### config.mk
export PLATFORM = sky130hd
export DESIGN_NAME = cpu_if_timeout_mon_flat
export DESIGN_NICKNAME = d
export VERILOG_FILES = /design/src/rtl/cpu_if_timeout_pkg.sv /design/src/rtl/cpu_if_timeout_mon_if.sv /design/src/rtl/cpu_if_timeout_ch.sv /design/src/rtl/cpu_if_timeout_mon.sv /design/src/flat_wrapper.sv
export SDC_FILE = /design/constraint.sdc
export NUM_CORES = 1
export LEC_CHECK = 0
export CAP_MARGIN = 5
export CORE_MARGIN = 2
export CORE_UTILIZATION = 35
export CTS_BUF_LIST = sky130_fd_sc_hd__clkbuf_2
export CTS_CLUSTER_SIZE = 12
export DETAILED_ROUTE_END_ITERATION = 6
export PLACE_DENSITY = 0.57
export SYNTH_ARGS = -nofsm -noshare
export SYNTH_HDL_FRONTEND = slang
export SYNTH_SLANG_ARGS = --single-unit
### constraint.sdc
create_clock -name clk -period 3.2 [get_ports clk]
set_clock_uncertainty 0.1 [all_clocks]
set_input_delay 0.32 -clock clk [delete_from_list [all_inputs] [get_ports clk]]
set_output_delay 0.32 -clock clk [all_outputs]
set_load 0.05 [all_outputs]
### src/rtl/cpu_if_timeout_pkg.sv
// Shared types and defaults for the request/acknowledge timeout monitor.
// Holds the per-channel state encoding and the index-width helper.
package cpu_if_timeout_pkg;

    typedef enum logic [1:0] {
        IDLE    = 2'd0,
        WAIT    = 2'd1,
        TIMEOUT = 2'd2
    } state_t;

    localparam int DEF_NUM_CH = 4;
    localparam int DEF_CNT_W  = 8;

    // Width of a channel index; a single channel still gets one bit.
    function automatic int idx_w(input int n);
        return (n > 1) ? $clog2(n) : 1;
    endfunction

endpackage

### src/rtl/cpu_if_timeout_mon_if.sv
// Bus bundle between a CPU-side driver and the timeout monitor.
// Handshake: req high on a sampled edge opens one transaction; ack high on a later edge closes it; clr aborts.
interface cpu_if_timeout_mon_if
    import cpu_if_timeout_pkg::*;
#(
    parameter int NUM_CH = DEF_NUM_CH,
    parameter int CNT_W  = DEF_CNT_W
);
    localparam int IDX_W = idx_w(NUM_CH);

    logic [CNT_W-1:0]  limit;
    logic [NUM_CH-1:0] req;
    logic [NUM_CH-1:0] ack;
    logic [NUM_CH-1:0] clr;
    logic [NUM_CH-1:0] busy;
    logic [NUM_CH-1:0] timeout_pulse;
    logic [NUM_CH-1:0] timeout_sticky;
    logic              any_timeout;
    logic [IDX_W-1:0]  first_ch;
    state_t            dbg_state [NUM_CH];

    modport master (
        output limit, req, ack, clr,
        input  busy, timeout_pulse, timeout_sticky, any_timeout, first_ch, dbg_state
    );

    modport slave (
        input  limit, req, ack, clr,
        output busy, timeout_pulse, timeout_sticky, any_timeout, first_ch, dbg_state
    );

endinterface

### src/rtl/cpu_if_timeout_ch.sv
// One channel of the timeout monitor: IDLE/WAIT/TIMEOUT FSM with a saturating wait counter.
// Priority inside the channel is clr, then ack, then expiry, then req.
module cpu_if_timeout_ch
    import cpu_if_timeout_pkg::*;
#(
    parameter int CNT_W          = DEF_CNT_W,
    parameter bit RESTART_ON_REQ = 1'b0
) (
    input  logic             i_clk,
    input  logic             i_reset,
    input  logic [CNT_W-1:0] i_limit,
    input  logic             i_req,
    input  logic             i_ack,
    input  logic             i_clr,
    output logic             o_busy,
    output logic             o_pulse,
    output logic             o_sticky,
    output logic             o_sticky_nxt,
    output state_t           o_state
);
    localparam logic [CNT_W-1:0] CNT_MAX = '1;

    state_t           r_state;
    state_t           w_state_nxt;
    logic [CNT_W-1:0] r_cnt;
    logic [CNT_W-1:0] w_cnt_nxt;
    logic             r_busy, r_pulse, r_sticky;
    logic             w_busy_nxt, w_pulse_nxt, w_sticky_nxt;
    logic             w_expire;

    // Limit is compared live, so lowering it mid-wait expires on the next edge.
    assign w_expire = (i_limit != '0) && (r_cnt >= i_limit - CNT_W'(1));

    always_ff @(posedge i_clk) begin
        if (i_reset) begin
            r_state  <= IDLE;
            r_cnt    <= '0;
            r_busy   <= 1'b0;
            r_pulse  <= 1'b0;
            r_sticky <= 1'b0;
        end else begin
            r_state  <= w_state_nxt;
            r_cnt    <= w_cnt_nxt;
            r_busy   <= w_busy_nxt;
            r_pulse  <= w_pulse_nxt;
            r_sticky <= w_sticky_nxt;
        end
    end

    always_comb begin
        w_state_nxt = r_state;
        w_cnt_nxt   = r_cnt;
        if (i_clr) begin
            w_state_nxt = IDLE;
            w_cnt_nxt   = '0;
        end else begin
            case (r_state)
                IDLE: begin
                    if (i_req) begin
                        w_state_nxt = WAIT;
                        w_cnt_nxt   = '0;
                    end
                end
                WAIT: begin
                    if (i_ack) begin
                        w_state_nxt = IDLE;
                        w_cnt_nxt   = '0;
                    end else if (w_expire) begin
                        w_state_nxt = TIMEOUT;
                    end else if (i_req && RESTART_ON_REQ) begin
                        w_cnt_nxt = '0;
                    end else if (r_cnt != CNT_MAX) begin
                        w_cnt_nxt = r_cnt + CNT_W'(1);
                    end
                end
                TIMEOUT: begin
                    w_state_nxt = TIMEOUT;
                end
                default: begin
                    w_state_nxt = IDLE;
                    w_cnt_nxt   = '0;
                end
            endcase
        end
    end

    always_comb begin
        w_busy_nxt   = (w_state_nxt == WAIT);
        w_sticky_nxt = (w_state_nxt == TIMEOUT);
        w_pulse_nxt  = (r_state == WAIT) && (w_state_nxt == TIMEOUT);
    end

    assign o_busy       = r_busy;
    assign o_pulse      = r_pulse;
    assign o_sticky     = r_sticky;
    assign o_sticky_nxt = w_sticky_nxt;
    assign o_state      = r_state;

endmodule

### src/rtl/cpu_if_timeout_mon.sv
// Multi-channel request/acknowledge timeout monitor.
// Channels run independently; the top only reduces their sticky flags to any_timeout / first_ch.
module cpu_if_timeout_mon
    import cpu_if_timeout_pkg::*;
#(
    parameter int NUM_CH         = DEF_NUM_CH,
    parameter int CNT_W          = DEF_CNT_W,
    parameter bit RESTART_ON_REQ = 1'b0
) (
    input  logic              clk,
    input  logic              reset,
    cpu_if_timeout_mon_if.slave bus
);
    localparam int IDX_W = idx_w(NUM_CH);

    logic [NUM_CH-1:0] w_busy;
    logic [NUM_CH-1:0] w_pulse;
    logic [NUM_CH-1:0] w_sticky;
    logic [NUM_CH-1:0] w_sticky_nxt;
    state_t            w_state [NUM_CH];
    logic [IDX_W-1:0]  w_first;
    logic              r_any;
    logic [IDX_W-1:0]  r_first;

    for (genvar g = 0; g < NUM_CH; g++) begin : g_ch
        cpu_if_timeout_ch #(
            .CNT_W          (CNT_W),
            .RESTART_ON_REQ (RESTART_ON_REQ)
        ) u_ch (
            .i_clk        (clk),
            .i_reset      (reset),
            .i_limit      (bus.limit),
            .i_req        (bus.req[g]),
            .i_ack        (bus.ack[g]),
            .i_clr        (bus.clr[g]),
            .o_busy       (w_busy[g]),
            .o_pulse      (w_pulse[g]),
            .o_sticky     (w_sticky[g]),
            .o_sticky_nxt (w_sticky_nxt[g]),
            .o_state      (w_state[g])
        );
    end

    // Built from next-state stickies so the registered summary lines up with timeout_sticky.
    always_comb begin
        w_first = '0;
        for (int i = NUM_CH - 1; i >= 0; i--) begin
            if (w_sticky_nxt[i]) w_first = IDX_W'(i);
        end
    end

    always_ff @(posedge clk) begin
        if (reset) begin
            r_any   <= 1'b0;
            r_first <= '0;
        end else begin
            r_any   <= |w_sticky_nxt;
            r_first <= w_first;
        end
    end

    assign bus.busy           = w_busy;
    assign bus.timeout_pulse  = w_pulse;
    assign bus.timeout_sticky = w_sticky;
    assign bus.any_timeout    = r_any;
    assign bus.first_ch       = r_first;
    assign bus.dbg_state      = w_state;

endmodule

### src/flat_wrapper.sv
// flat-port wrapper written by rule: the top's interface ports become plain ports
module cpu_if_timeout_mon_flat import cpu_if_timeout_pkg::*;
#(
    parameter int NUM_CH         = DEF_NUM_CH,
    parameter int CNT_W          = DEF_CNT_W,
    parameter bit RESTART_ON_REQ = 1'b0
)
  (clk, reset, bus_limit, bus_req, bus_ack, bus_clr, bus_busy, bus_timeout_pulse, bus_timeout_sticky, bus_any_timeout, bus_first_ch, bus_dbg_state);
  cpu_if_timeout_mon_if #(.NUM_CH(NUM_CH), .CNT_W(CNT_W)) bus_i ();
  input  logic clk;
  input  logic reset;
  input wire logic [$bits(bus_i.limit)-1:0] bus_limit;
  input wire logic [$bits(bus_i.req)-1:0] bus_req;
  input wire logic [$bits(bus_i.ack)-1:0] bus_ack;
  input wire logic [$bits(bus_i.clr)-1:0] bus_clr;
  output wire logic [$bits(bus_i.busy)-1:0] bus_busy;
  output wire logic [$bits(bus_i.timeout_pulse)-1:0] bus_timeout_pulse;
  output wire logic [$bits(bus_i.timeout_sticky)-1:0] bus_timeout_sticky;
  output wire logic [$bits(bus_i.any_timeout)-1:0] bus_any_timeout;
  output wire logic [$bits(bus_i.first_ch)-1:0] bus_first_ch;
  output wire logic [$bits(bus_i.dbg_state)-1:0] bus_dbg_state;
  assign bus_i.limit = bus_limit;
  assign bus_i.req = bus_req;
  assign bus_i.ack = bus_ack;
  assign bus_i.clr = bus_clr;
  assign bus_busy = bus_i.busy;
  assign bus_timeout_pulse = bus_i.timeout_pulse;
  assign bus_timeout_sticky = bus_i.timeout_sticky;
  assign bus_any_timeout = bus_i.any_timeout;
  assign bus_first_ch = bus_i.first_ch;
  assign bus_dbg_state = {>>{bus_i.dbg_state}};
  cpu_if_timeout_mon #(.NUM_CH(NUM_CH), .CNT_W(CNT_W), .RESTART_ON_REQ(RESTART_ON_REQ)) u_core (.clk(clk), .reset(reset), .bus(bus_i));
endmodule
==> results.toml <==
[job]
maxCapViolCount = 0

[yosys]
synth.avg_cell_area_um2 = 8.34
netlist_area_um2 = 3440
ys_top_cells_by_area = "dfxtp_1, ha_1, a21oi_1"
synth_top_area_frac = 0.320
synth-seq-cells = 55
yosysTopAreaCell = "dfxtp_1"
ys_seq_area_frac = 0.320
synthDistinctLibCells = 61
synth_ff_type = "dfxtp_1"
syn_inst = 413
ys.warnings.count = 0
synth_fp_nets = 460
synth_edf_count = 0
ys_async_sr_fraction = 0

[routing]
drt-wirelength-per-cell_um = 13.8
drt_pass1_iterations = 4
vias_per_cell = 5.23
num_vias = 3187
first_iter_violations = 106
wl_mm = 8.41
ant_nets = 0
drc = 0

[timing]
post-route-min-period_ns = 3.12
whs_ns = 0.411
fmax_mhz = 321
finalSetupViolations = 0
hold_violations = 0
postLayoutSetupSlackWorst_ns = 0.0823
maxSlewHeadroom = 0.532
tightest_slew_ns = 0.699
post-route-period-util = 0.974
rsz0062_at_grt = "false"
slew_viol_final = 0

[power_and_ir_drop]
cellPowerDensity_nw_per_um2 = 280
power_leakage_nw = 1.70
total_power_mw = 1.20
max-vdd-ir-drop_mv = 0.119

[final_layout]
design_area_um2 = 4270
fin_util = 0.443
fillers = 1008
final_nets = 522
area_growth_pct = 23.9
diodes = 0
drive_gt1_frac = 0.155

[cts]
h-tree-depth = 2
cts_hold_buf = 0
cts_root_buf = "clkbuf_2"
cts_num_sinks = 55
cts_tree = "yes"
clk_latency_ns = 0.46
cts_buffers = 5
clk_pin_slew_ns = 0.28
clockBufferDepth = 2

[place]
io_buffers = 44
place_ws_ns = -0.444
placed_cell_area_um2 = 4140
dp_hpwl_mm = 6.42
routabilityCongestion = 0.826

[worst_setup_path]
path_cells = "clkdlybuf4s50_1, or4_4, or3_4, and2_1, o22a_1, a221oi_4, o21ai_4, or4_1, nand2_1"
critPathKind = "in -> reg"
crit_arrival_ns = 3.44
critical_path.slowest_cell = "or4_4"
cp_top_family = "simple AND/OR/NAND/NOR gates"
path_max_fanout = 8
max_stage_delay_ns = 0.61
start_kind = "input port"
required_ns = 3.52
worstSetupEndpointType = "register"
crit_buf_inv = 1

[min_path]
hold_class = "in -> reg"

[grt]
grt-ovfl-total = 0
grt_pass1_wl_mm = 13.4
grt_pass1_vias = 2821
grt.total_usage = 0.159
grt_start_max_net_pins = 18
antenna_found_initial = 0

[floorplan]
ios = 45
fp-row-count = 36
die-area_um2 = 10600
start_util = 0.357
core_um2 = 9640
die_h_um = 103
die_w_um = 103

[outcome]
outcome = "finished, final reports clean"
sequential cells by signal (all words and copies together) (netlist names):
name	count
u_core.g_ch.u_ch.o_state	8
u_core.g_ch.u_ch.o_pulse	4
u_core.bus.any_timeout	1
u_core.g_ch.u_ch.o_sticky	4
u_core.g_ch.u_ch.o_busy	4
u_core.bus.first_ch	2
u_core.g_ch.u_ch.r_cnt	32
placed cells by master, fill, tap and decap left out, types with 8 or more instances in the layout:
master and n:
a21o_1 9, nand4_1 8, buf_4 35, inv_1 15
nor2b_1 8, ha_1 24, and2_1 8, nand3_1 20
or2_2 9, and3_1 16, dfxtp_1 55, nor3_1 9
clkdlybuf4s50_1 44, o21ai_0 18, or3_1 11, nor2_1 25
a21oi_1 33, nand2_1 28
report_power, final:
group	internal [mW]	total (mW)	switching (mW)
combinational	0.0974	0.211	0.114
clock	0.0516	0.288	0.236
sequential	0.694	0.698	0.00417
area by class of cell:
type	instances	area, um^2	share of cell area
repair buffers	79	703	0.165
clock buffers	5	25.0	0.00587
multi-input cells	318	2190	0.513
inverters	16	60.1	0.0141
flip-flops and latches	55	1100	0.258
well taps	133	166	0.0390
clock inverters	3	20.0	0.00469
worst min-delay path: stages:
cell	delay, ns
clkdlybuf4s50_1	0.43
nand2b_1	0.12
a2111oi_2	0.07
what timing repair did:
item,in CTS,in global routing
gates resized for setup,0,13
setup buffers,0,2
hold endpoints to repair,0,0
endpoints found under the setup margin,0,24
through the flow:
step / instances / setup TNS (ns)
after floorplan: 413 / 0
after global placement: 598 / -10.35
after detailed placement: 598 / -12.70
after CTS: 606 / 0
after global routing: 609 / 0
final: 609 / 0
Yosys cell counts, drive strengths merged, types with 10 or more instances:
library cell and number:
dfxtp 55, a21oi 34, buf 16, nand2 29, nor3 10, inv 16
o21ai 19, or3 12, ha 25, nor2 25, nand3 20, and3 16
logic make-up (layout without fill, tap and decap cells):
kind of cell | count (synthesis) | in the layout | synth area share
and+or+nand+nor | 165 | 165 | 0.261
muxes | 3 | 3 | 0.00908
DFF | 55 | 55 | 0.320
adders and majority gates | 28 | 28 | 0.0996
buffers and inverters | 41 | 103 | 0.0636
AOI/OAI and AO/OA | 111 | 112 | 0.220
xor gates and xnor gates | 10 | 10 | 0.0276
routing by layer:
metal | share of wire | GRT usage | wire, um | vias up
met3 | 0.033 | 0.0242 | 275 | 7
li1 | - | - | - | 1634
met4 | 0.011 | 0.0395 | 93 | 0
met1 | 0.48 | 0.214 | 4040 | 1493
met2 | 0.48 | 0.270 | 4000 | 53
met5 | 0 | 0 | 0 | -
final timing paths:
check                                                 start                                         to  slack (ns)  cells after the start
setup reg to reg  u_core.g_ch[0].u_ch.r_cnt[0]$_SDFFE_PP0P_  u_core.g_ch[0].u_ch.r_cnt[3]$_SDFFE_PP0P_        0.37                     10
hold reg to reg   u_core.g_ch[0].u_ch.o_state[1]$_SDFF_PP0_  u_core.g_ch[0].u_ch.o_state[0]$_SDFF_PP0_        0.42                      1
hold / removal                                   bus_req[0]  u_core.g_ch[0].u_ch.o_state[0]$_SDFF_PP0_        0.41                      3
setup / recovery                               bus_limit[3]  u_core.g_ch[0].u_ch.r_cnt[3]$_SDFFE_PP0P_        0.08                      9
Power figures use the tool's default switching activity.
